[src/rtl/hb_pkg.sv]
// Shared definitions for the boot copier: FSM state encoding and default widths.
package hb_pkg;

  localparam int HB_DATA_W = 8;
  localparam int HB_ADDR_W = 12;

  typedef enum logic [2:0] {
    IDLE,
    READ,
    WAIT,
    WRITE,
    DONE
  } bl_state_t;

endpackage

[src/rtl/hb_boot_counter.sv]
// Word index counter plus ROM latency sub-counter for the boot copier.
module hb_boot_counter
  import hb_pkg::*;
#(
  parameter int ADDR_W  = HB_ADDR_W,
  parameter int LEN     = 4096,
  parameter int ROM_LAT = 1
) (
  input  logic              clk,
  input  logic              rst,
  input  logic              idx_clr_i,
  input  logic              idx_inc_i,
  input  logic              lat_clr_i,
  input  logic              lat_inc_i,
  output logic [ADDR_W-1:0] idx_o,
  output logic [ADDR_W-1:0] idx_next_o,
  output logic              idx_last_o,
  output logic              lat_last_o
);

  // Terminal index is LEN-1, so LEN = 2**ADDR_W stops on all-ones rather than on wrap.
  localparam logic [ADDR_W-1:0] IDX_LAST = ADDR_W'(LEN - 1);
  localparam logic [1:0]        LAT_LAST = 2'(ROM_LAT - 1);

  logic [ADDR_W-1:0] idx_q, idx_d;
  logic [1:0]        lat_q, lat_d;

  always_comb begin
    idx_d = idx_q;
    if (idx_clr_i) begin
      idx_d = '0;
    end else if (idx_inc_i) begin
      idx_d = idx_q + ADDR_W'(1);
    end
  end

  always_comb begin
    lat_d = lat_q;
    if (lat_clr_i) begin
      lat_d = 2'd0;
    end else if (lat_inc_i) begin
      lat_d = lat_q + 2'd1;
    end
  end

  always_ff @(posedge clk) begin
    if (rst) begin
      idx_q <= '0;
      lat_q <= 2'd0;
    end else begin
      idx_q <= idx_d;
      lat_q <= lat_d;
    end
  end

  assign idx_o      = idx_q;
  assign idx_next_o = idx_d;
  assign idx_last_o = (idx_q == IDX_LAST);
  assign lat_last_o = (lat_q == LAT_LAST);

endmodule

[src/rtl/boot_copier.sv]
// Boot copier: moves LEN words from ROM to RAM at RAM_BASE, keeps a running
// checksum of accepted words and raises done to release the CPU.
module boot_copier
  import hb_pkg::*;
#(
  parameter int DATA_W    = HB_DATA_W,
  parameter int ADDR_W    = HB_ADDR_W,
  parameter int LEN       = 4096,
  parameter int RAM_BASE  = 0,
  parameter int ROM_LAT   = 1,
  parameter int AUTO_BOOT = 1
) (
  input  logic              clk,
  input  logic              rst,
  input  logic              start,
  output logic [ADDR_W-1:0] rom_addr,
  output logic              rom_rd,
  input  logic [DATA_W-1:0] rom_data,
  output logic [ADDR_W-1:0] ram_addr,
  output logic [DATA_W-1:0] ram_wdata,
  output logic              ram_we,
  input  logic              ram_ready,
  output logic              active,
  output logic              done,
  output logic [DATA_W-1:0] checksum
);

  localparam logic [ADDR_W-1:0] BASE = ADDR_W'(RAM_BASE);

  bl_state_t         state_q;
  logic [ADDR_W-1:0] rom_addr_q;
  logic              rom_rd_q;
  logic [ADDR_W-1:0] ram_addr_q;
  logic [DATA_W-1:0] ram_wdata_q;
  logic              ram_we_q;
  logic              active_q;
  logic              done_q;
  logic [DATA_W-1:0] checksum_q;

  logic [ADDR_W-1:0] idx;
  logic [ADDR_W-1:0] idx_next;
  logic              idx_last;
  logic              lat_last;
  logic              idx_clr;
  logic              idx_inc;
  logic              accept;

  assign accept  = (state_q == WRITE) && ram_ready;
  assign idx_clr = (state_q == DONE) && start;
  assign idx_inc = accept && !idx_last;

  hb_boot_counter #(
    .ADDR_W (ADDR_W),
    .LEN    (LEN),
    .ROM_LAT(ROM_LAT)
  ) u_counter (
    .clk       (clk),
    .rst       (rst),
    .idx_clr_i (idx_clr),
    .idx_inc_i (idx_inc),
    .lat_clr_i (state_q == READ),
    .lat_inc_i (state_q == WAIT),
    .idx_o     (idx),
    .idx_next_o(idx_next),
    .idx_last_o(idx_last),
    .lat_last_o(lat_last)
  );

  // Every entry into READ loads rom_addr from the counter's next value, so the
  // address lines up with the index the counter holds during that READ cycle.
  always_ff @(posedge clk) begin
    if (rst) begin
      state_q     <= IDLE;
      rom_addr_q  <= '0;
      rom_rd_q    <= 1'b0;
      ram_addr_q  <= '0;
      ram_wdata_q <= '0;
      ram_we_q    <= 1'b0;
      active_q    <= 1'b0;
      done_q      <= 1'b0;
      checksum_q  <= '0;
    end else begin
      case (state_q)
        IDLE: begin
          if ((AUTO_BOOT != 0) || start) begin
            state_q    <= READ;
            rom_rd_q   <= 1'b1;
            rom_addr_q <= idx_next;
            active_q   <= 1'b1;
          end
        end
        READ: begin
          state_q  <= WAIT;
          rom_rd_q <= 1'b0;
        end
        WAIT: begin
          if (lat_last) begin
            state_q     <= WRITE;
            ram_wdata_q <= rom_data;
            ram_addr_q  <= BASE + idx;
            ram_we_q    <= 1'b1;
          end
        end
        WRITE: begin
          if (ram_ready) begin
            ram_we_q   <= 1'b0;
            checksum_q <= checksum_q + ram_wdata_q;
            if (idx_last) begin
              state_q  <= DONE;
              done_q   <= 1'b1;
              active_q <= 1'b0;
            end else begin
              state_q    <= READ;
              rom_rd_q   <= 1'b1;
              rom_addr_q <= idx_next;
            end
          end
        end
        DONE: begin
          if (start) begin
            state_q    <= READ;
            done_q     <= 1'b0;
            active_q   <= 1'b1;
            rom_rd_q   <= 1'b1;
            rom_addr_q <= idx_next;
            checksum_q <= '0;
          end
        end
        default: state_q <= IDLE;
      endcase
    end
  end

  assign rom_addr  = rom_addr_q;
  assign rom_rd    = rom_rd_q;
  assign ram_addr  = ram_addr_q;
  assign ram_wdata = ram_wdata_q;
  assign ram_we    = ram_we_q;
  assign active    = active_q;
  assign done      = done_q;
  assign checksum  = checksum_q;

endmodule

[config.mk]
export PLATFORM = sky130hd
export DESIGN_NAME = boot_copier
export DESIGN_NICKNAME = d
export VERILOG_FILES = /design/src/rtl/hb_pkg.sv /design/src/rtl/hb_boot_counter.sv /design/src/rtl/boot_copier.sv
export SDC_FILE = /design/constraint.sdc
export NUM_CORES = 1
export LEC_CHECK = 0
export ABC_AREA = 1
export BUFFER_PORTS_ARGS = -buffer_cell sky130_fd_sc_hd__buf_2
export CAP_MARGIN = 10
export CORE_MARGIN = 3
export CORE_UTILIZATION = 30
export CTS_CLUSTER_DIAMETER = 40
export CTS_CLUSTER_SIZE = 12
export DETAILED_ROUTE_END_ITERATION = 10
export PLACE_DENSITY_LB_ADDON = 0.08
export SYNTH_ARGS = -nofsm -noshare
export SYNTH_HDL_FRONTEND = slang
export SYNTH_HIERARCHICAL = 1
export SYNTH_SLANG_ARGS = --single-unit
[constraint.sdc]
create_clock -name clk -period 2.15 [get_ports clk]
set_clock_uncertainty 0.15 [all_clocks]
set_input_delay 0.43 -clock clk [delete_from_list [all_inputs] [get_ports clk]]
set_output_delay 0.43 -clock clk [all_outputs]
set_load 0.02 [all_outputs]
==> results of run 1 <==
-- worst max-delay path by stage --
stage	end	start	depth (start not counted)	slack [ps]
2_1_floorplan	rom_addr[7]	u_counter/idx_o[0]	13	120
3_3_place_gp	rom_addr[11]	state_q[0]	13	150
3_5_place_dp	rom_addr[11]	state_q[0]	13	90
4_1_cts	rom_addr[11]	state_q[0]	13	70
5_1_grt	rom_addr[7]	state_q[2]	14	7
6_report	rom_addr[1]	u_counter/idx_o[1]	10	200
-- where the power goes --
part	switching [W]	total, W	internal (W)
clock	0.000424	0.000889	0.000465
sequential	0.000169	0.00159	0.00142
combinational	0.00110	0.00171	0.000617
-- cell families after synthesis --
group | Yosys count
and+or+nand+nor | 216
AOI/OAI and AO/OA | 60
adders and majority gates | 10
DFF | 61
xor gates and xnor gates | 1
buffers and inverters | 63
-- final cells by class --
cell class	instances	area, um2
inverters	51	191
repair buffers	76	470
multi-input cells	287	1480
flip-flops and latches	61	1220
clock inverters	2	10.0
well taps	129	161
fillers	1066	5670
clock buffers	12	155
-- timing repair --
item,CTS,global route
resized for setup,0,12
setup endpoints to repair,0,14
endpoints found under the hold margin,0,0
setup buffers,0,1
-- metal layers --
| metal | vias up | track usage |
|---|---|---|
| li1 | 1454 | - |
| met1 | 1310 | 0.166 |
| met2 | 49 | 0.258 |
| met3 | 13 | 0.0401 |
| met4 | 0 | 0.0497 |
| met5 | - | 0 |
-- state kept, by name, summed over array words and instances (netlist names) --
name,count
done,1
rom_addr,12
checksum,8
rom_rd,1
active,1
state_q,3
ram_wdata,8
u_counter/idx_o,12
ram_we,1
ram_addr,12
u_counter/lat_q,2
-- critical path, stage by stage, from the launching register on --
cell     delay (ps)
dfxtp_1         380
ha_1            200
nand3_2         100
nor3_4          240
nor2_4           60
buf_4           150
inv_1            50
nor2_1           50
nor3_1          270
o21ai_0         150
nor2_1           90
-- cell usage after synthesis --
master	count	area, um2
a211oi_1	1	7.51
a21oi_1	19	95.1
a31oi_1	1	6.26
buf_1	3	11.3
buf_2	2	10.0
buf_4	1	7.51
buf_6	2	22.5
clkbuf_1	3	11.3
clkbuf_2	1	5.00
dfxtp_1	61	1220
fa_1	1	20.0
ha_1	9	113
inv_1	45	169
inv_2	6	22.5
nand2_1	64	240
nand2_2	8	50.1
nand2_4	2	22.5
nand3_1	16	80.1
nand3_2	2	20.0
nand3b_1	1	7.51
nand4_1	4	25.0
nor2_1	86	323
nor2_2	6	37.5
nor2_4	5	56.3
nor3_1	10	50.1
nor3_2	3	30.0
nor3b_1	1	7.51
nor4_1	5	31.3
o21a_1	1	7.51
o21ai_0	34	170
o21ai_1	2	10.0
o21ai_2	1	8.76
o21bai_2	1	11.3
or2_2	3	18.8
xnor2_1	1	8.76
-- per-stage QoR --
| stage | setup WS [ps] | cells | power, W |
|---|---|---|---|
| 3_5_place_dp | 88.8 | 603 | 0.00328 |
| 4_1_cts | 71.1 | 617 | 0.00419 |
| 2_1_floorplan | 117 | 411 | 0.00281 |
| 6_report | 202 | 618 | 0.00419 |
| 3_3_place_gp | 150 | 603 | 0.00327 |
| 5_1_grt | 7.43 | 618 | 0.00453 |
==> impl_metrics.json, run 1 <==
{
  "outcome": "completed",
  "holdWs_ps": 199,
  "num_io_pins": 56,
  "powerDensity_nw_per_um2": 1130,
  "ys_types": 35,
  "die_h_um": 105,
  "cap_violations": 0,
  "drive_gt1_frac": 0.272,
  "syn_area_um2": 2940,
  "routedLengthMet1_mm": 3.49,
  "r2r_cells": 10,
  "post-route-util": 0.395,
  "core_area_um2": 9370,
  "synth-seq-cells": 61,
  "synthesis.nets": 433,
  "vias": 2826,
  "yosysSeqAreaShare": 0.416,
  "regToRegSetupSlack_ps": 200,
  "topRoutingLayerUsed": "met4",
  "synth_compound_area_frac": 0.108,
  "tightest_slew_ps": 362,
  "wire_per_inst_um": 12.6,
  "hp-class": "primary input to flip-flop",
  "yosys.area_share.xor_xnor": 0.00298,
  "die_x_um": 105,
  "period_share": 0.906,
  "antennaDiodeCount": 0,
  "hold_buffers": 0,
  "max-slew-margin-rel": 0.758,
  "synthAdderAreaFrac": 0.0451,
  "r2r_end": "rom_addr[1]",
  "syn_avg_cell_area_um2": 7.15,
  "die_area_um2": 11000,
  "clk_pin_slew_ps": 60,
  "leakage_nw": 1.80,
  "clockRootBuffer": "clkbuf_8",
  "crit_fanout": 4,
  "grt_pass1_wl_mm": 12.9,
  "whs_endpoint": "ram_wdata[0]",
  "synthMuxAreaShare": 0,
  "hold_path.startpoint": "rom_data[0]",
  "synth_top_family_by_area": "simple AND/OR/NAND/NOR gates",
  "start_util": 0.313,
  "clkLatencyLatePin_ps": 330,
  "h-tree-depth": 3,
  "grt-ovfl-total": 0,
  "finalHoldViolCount": 0,
  "wl_met2_mm": 3.86,
  "setup_viol": 0,
  "final_common_cell": "nor2_1",
  "grt_start_max_net_pins": 33,
  "max-vdd-ir-drop_mv": 0.404,
  "gp_congestion": 0.866,
  "grt_pass1_vias": 2751,
  "fin_tns_setup_ps": 0,
  "syn_to_final_growth_pct": 25.9,
  "min_period_ps": 1950,
  "wl_met3_um": 325,
  "endpoint_kind": "flip-flop",
  "dpl_cell_area_um2": 3480,
  "numCtsBuffers": 9,
  "rows": 35,
  "wirelength_mm": 7.79,
  "synth_simple_gate_area_share": 0.340,
  "most-common-layout-cells": "nor2_1 (85), nand2_1 (63), dfxtp_1 (58)",
  "yosys_warnings": 6,
  "drtPass1Iterations": 4,
  "reg2reg_from": "u_counter/idx_o[1]",
  "antenna_found_initial": 0,
  "port_buffers": 55,
  "rsz0062_at_grt": "no",
  "max_freq_mhz": 513,
  "cp.arrival_ps": 2070,
  "nets": 508,
  "tritoncts": "done",
  "hold-path-cell-count": 3,
  "viasPerCell": 4.57,
  "drc": 0,
  "clkSinkCount": 61,
  "grt.total_usage": 0.145,
  "ant_nets": 0,
  "dpl.hpwl_mm": 5.97,
  "drtIter0Drc": 88,
  "cp.required_ps": 2270,
  "drv_slew": 0,
  "final_area_um2": 3700,
  "cp-start-kind": "flip-flop",
  "synthCells": 411,
  "criticalPathCategory": "flip-flop to flip-flop",
  "clk_path_buf_depth": 2
}
Note: power is estimated with default switching activity, not from simulation.
==> run 2, diff against run 1 <==
--- a/config.mk
+++ b/config.mk
@@ -14,6 +14,7 @@
 export CTS_CLUSTER_SIZE = 12
 export DETAILED_ROUTE_END_ITERATION = 10
 export PLACE_DENSITY_LB_ADDON = 0.08
+export REMOVE_ABC_BUFFERS = 1
 export SYNTH_ARGS = -nofsm -noshare
 export SYNTH_HDL_FRONTEND = slang
 export SYNTH_HIERARCHICAL = 1
==> impl_metrics.json, run 2 (synthesis results as in run 1) <==
{
  "p_switching_w": 0.00169,
  "postCtsSetupBuffers": 0,
  "die_x_um": 105,
  "powerDensity_nw_per_um2": 1170,
  "rsz0062_at_grt": "yes",
  "grt_pass1_vias": 2678,
  "grt_start_max_net_pins": 38,
  "hold_buffers": 0,
  "syn_to_final_growth_pct": 25.9,
  "numCtsBuffers": 9,
  "max-slew-margin-rel": 0.759,
  "gp_congestion": 0.945,
  "clock_power_share": 0.248,
  "tritoncts": "done",
  "cap_violations": 0,
  "dpl_cell_area_um2": 3450,
  "core_area_um2": 9370,
  "setup_viol": 0,
  "clkSinkCount": 61,
  "holdWs_ps": 193,
  "pwr-share-comb": 0.385,
  "p_int_w": 0.00263,
  "swShare": 0.392,
  "grt-ovfl-total": 0,
  "die_h_um": 105,
  "antenna_found_initial": 0,
  "hp-class": "primary input to flip-flop",
  "crit_fanout": 6,
  "max-vdd-ir-drop_mv": 0.537,
  "drc": 0,
  "period_share": 0.925,
  "viasPerCell": 4.50,
  "leakage_nw": 1.79,
  "most-common-layout-cells": "nor2_1 (84), nand2_1 (63), dfxtp_1 (60)",
  "wirelength_mm": 7.80,
  "rows": 35,
  "drv_slew": 0,
  "vias": 2778,
  "finalWorstSetupSlack_ps": 162,
  "drtPass1Iterations": 4,
  "tightest_slew_ps": 362,
  "p_seq_frac": 0.368,
  "cp.arrival_ps": 2070,
  "port_buffers": 55,
  "dpl.hpwl_mm": 5.96,
  "grt_pass1_wl_mm": 13.0,
  "clk_path_buf_depth": 2,
  "cp-start-kind": "flip-flop",
  "hold-path-cell-count": 3,
  "criticalPathCategory": "flip-flop to flip-flop",
  "r2r_cells": 14,
  "drive_gt1_frac": 0.273,
  "post-place-ws_ps": 13.1,
  "outcome": "completed",
  "post-route-util": 0.395,
  "endpoint_kind": "flip-flop",
  "min_period_ps": 1990,
  "clockRootBuffer": "clkbuf_8",
  "wire_per_inst_um": 12.6,
  "cp.required_ps": 2230,
  "max_freq_mhz": 503,
  "finalPower_w": 0.00432,
  "num_io_pins": 56,
  "die_area_um2": 11000,
  "h-tree-depth": 3,
  "drtIter0Drc": 52,
  "nets": 505,
  "ant_nets": 0,
  "start_util": 0.313,
  "clk_pin_slew_ps": 70,
  "grt.total_usage": 0.146,
  "final_common_cell": "nor2_1",
  "final_area_um2": 3700,
  "finalHoldViolCount": 0,
  "clkLatencyLatePin_ps": 330,
  "antennaDiodeCount": 0
}
[run 2: path summary, 6_finish.rpt]
check	startpoint	endpoint	slack, ps
setup reg to reg	state_q[2]	rom_addr[7]	160
hold / removal	rom_data[5]	ram_wdata[5]	190
setup / recovery	state_q[2]	rom_addr[7]	160
hold reg to reg	u_counter/lat_q[0]	u_counter/lat_q[0]	310
[run 2: per-stage QoR]
stage,TNS [ps],instances
finish,0,617
global route,-18.1,617
CTS,0,617
detailed placement,0,601
global placement,0,601
floorplan,0,399
[run 2: final cells by class]
cell class	instances	area, um2
clock buffer	13	169
clock inverter	3	42.5
fill	1067	5670
inverter	51	191
multi-input combinational	287	1490
sequential	61	1220
tap	129	161
timing repair buffer	73	423
[run 2: timing repair]
item,4_1_cts,5_1_grt
resized for setup,0,12
endpoints found under the setup margin,0,14
hold endpoints to repair,0,0
[run 2: power by group through the flow]
stage	Clock, W	Combinational [W]	Sequential, W
after floorplan	0	0.000808	0.00191
after global placement	0	0.00168	0.00161
after detailed placement	0	0.00168	0.00162
after CTS	0.00111	0.00169	0.00160
after global routing	0.00115	0.00189	0.00163
final	0.00107	0.00166	0.00159
[run 2: metal layers]
layer	track usage	vias up	routed length (um)
li1	-	1449	-
met1	0.176	1279	3630
met2	0.253	40	3760
met3	0.0439	10	294
met4	0.0394	0	112
met5	0	-	0
[run 2: worst max-delay path, stage by stage (launching register included)]
cell	delay [ps]
dfxtp_1	320
inv_2	100
nand2_2	90
nor2_4	120
nand2_2	90
nor2_4	120
nand2_2	80
nor2_4	190
nand2_2	90
inv_2	90
nand2_1	70
nor2_2	120
nor2_1	70
o21ai_1	130
nor2_1	50
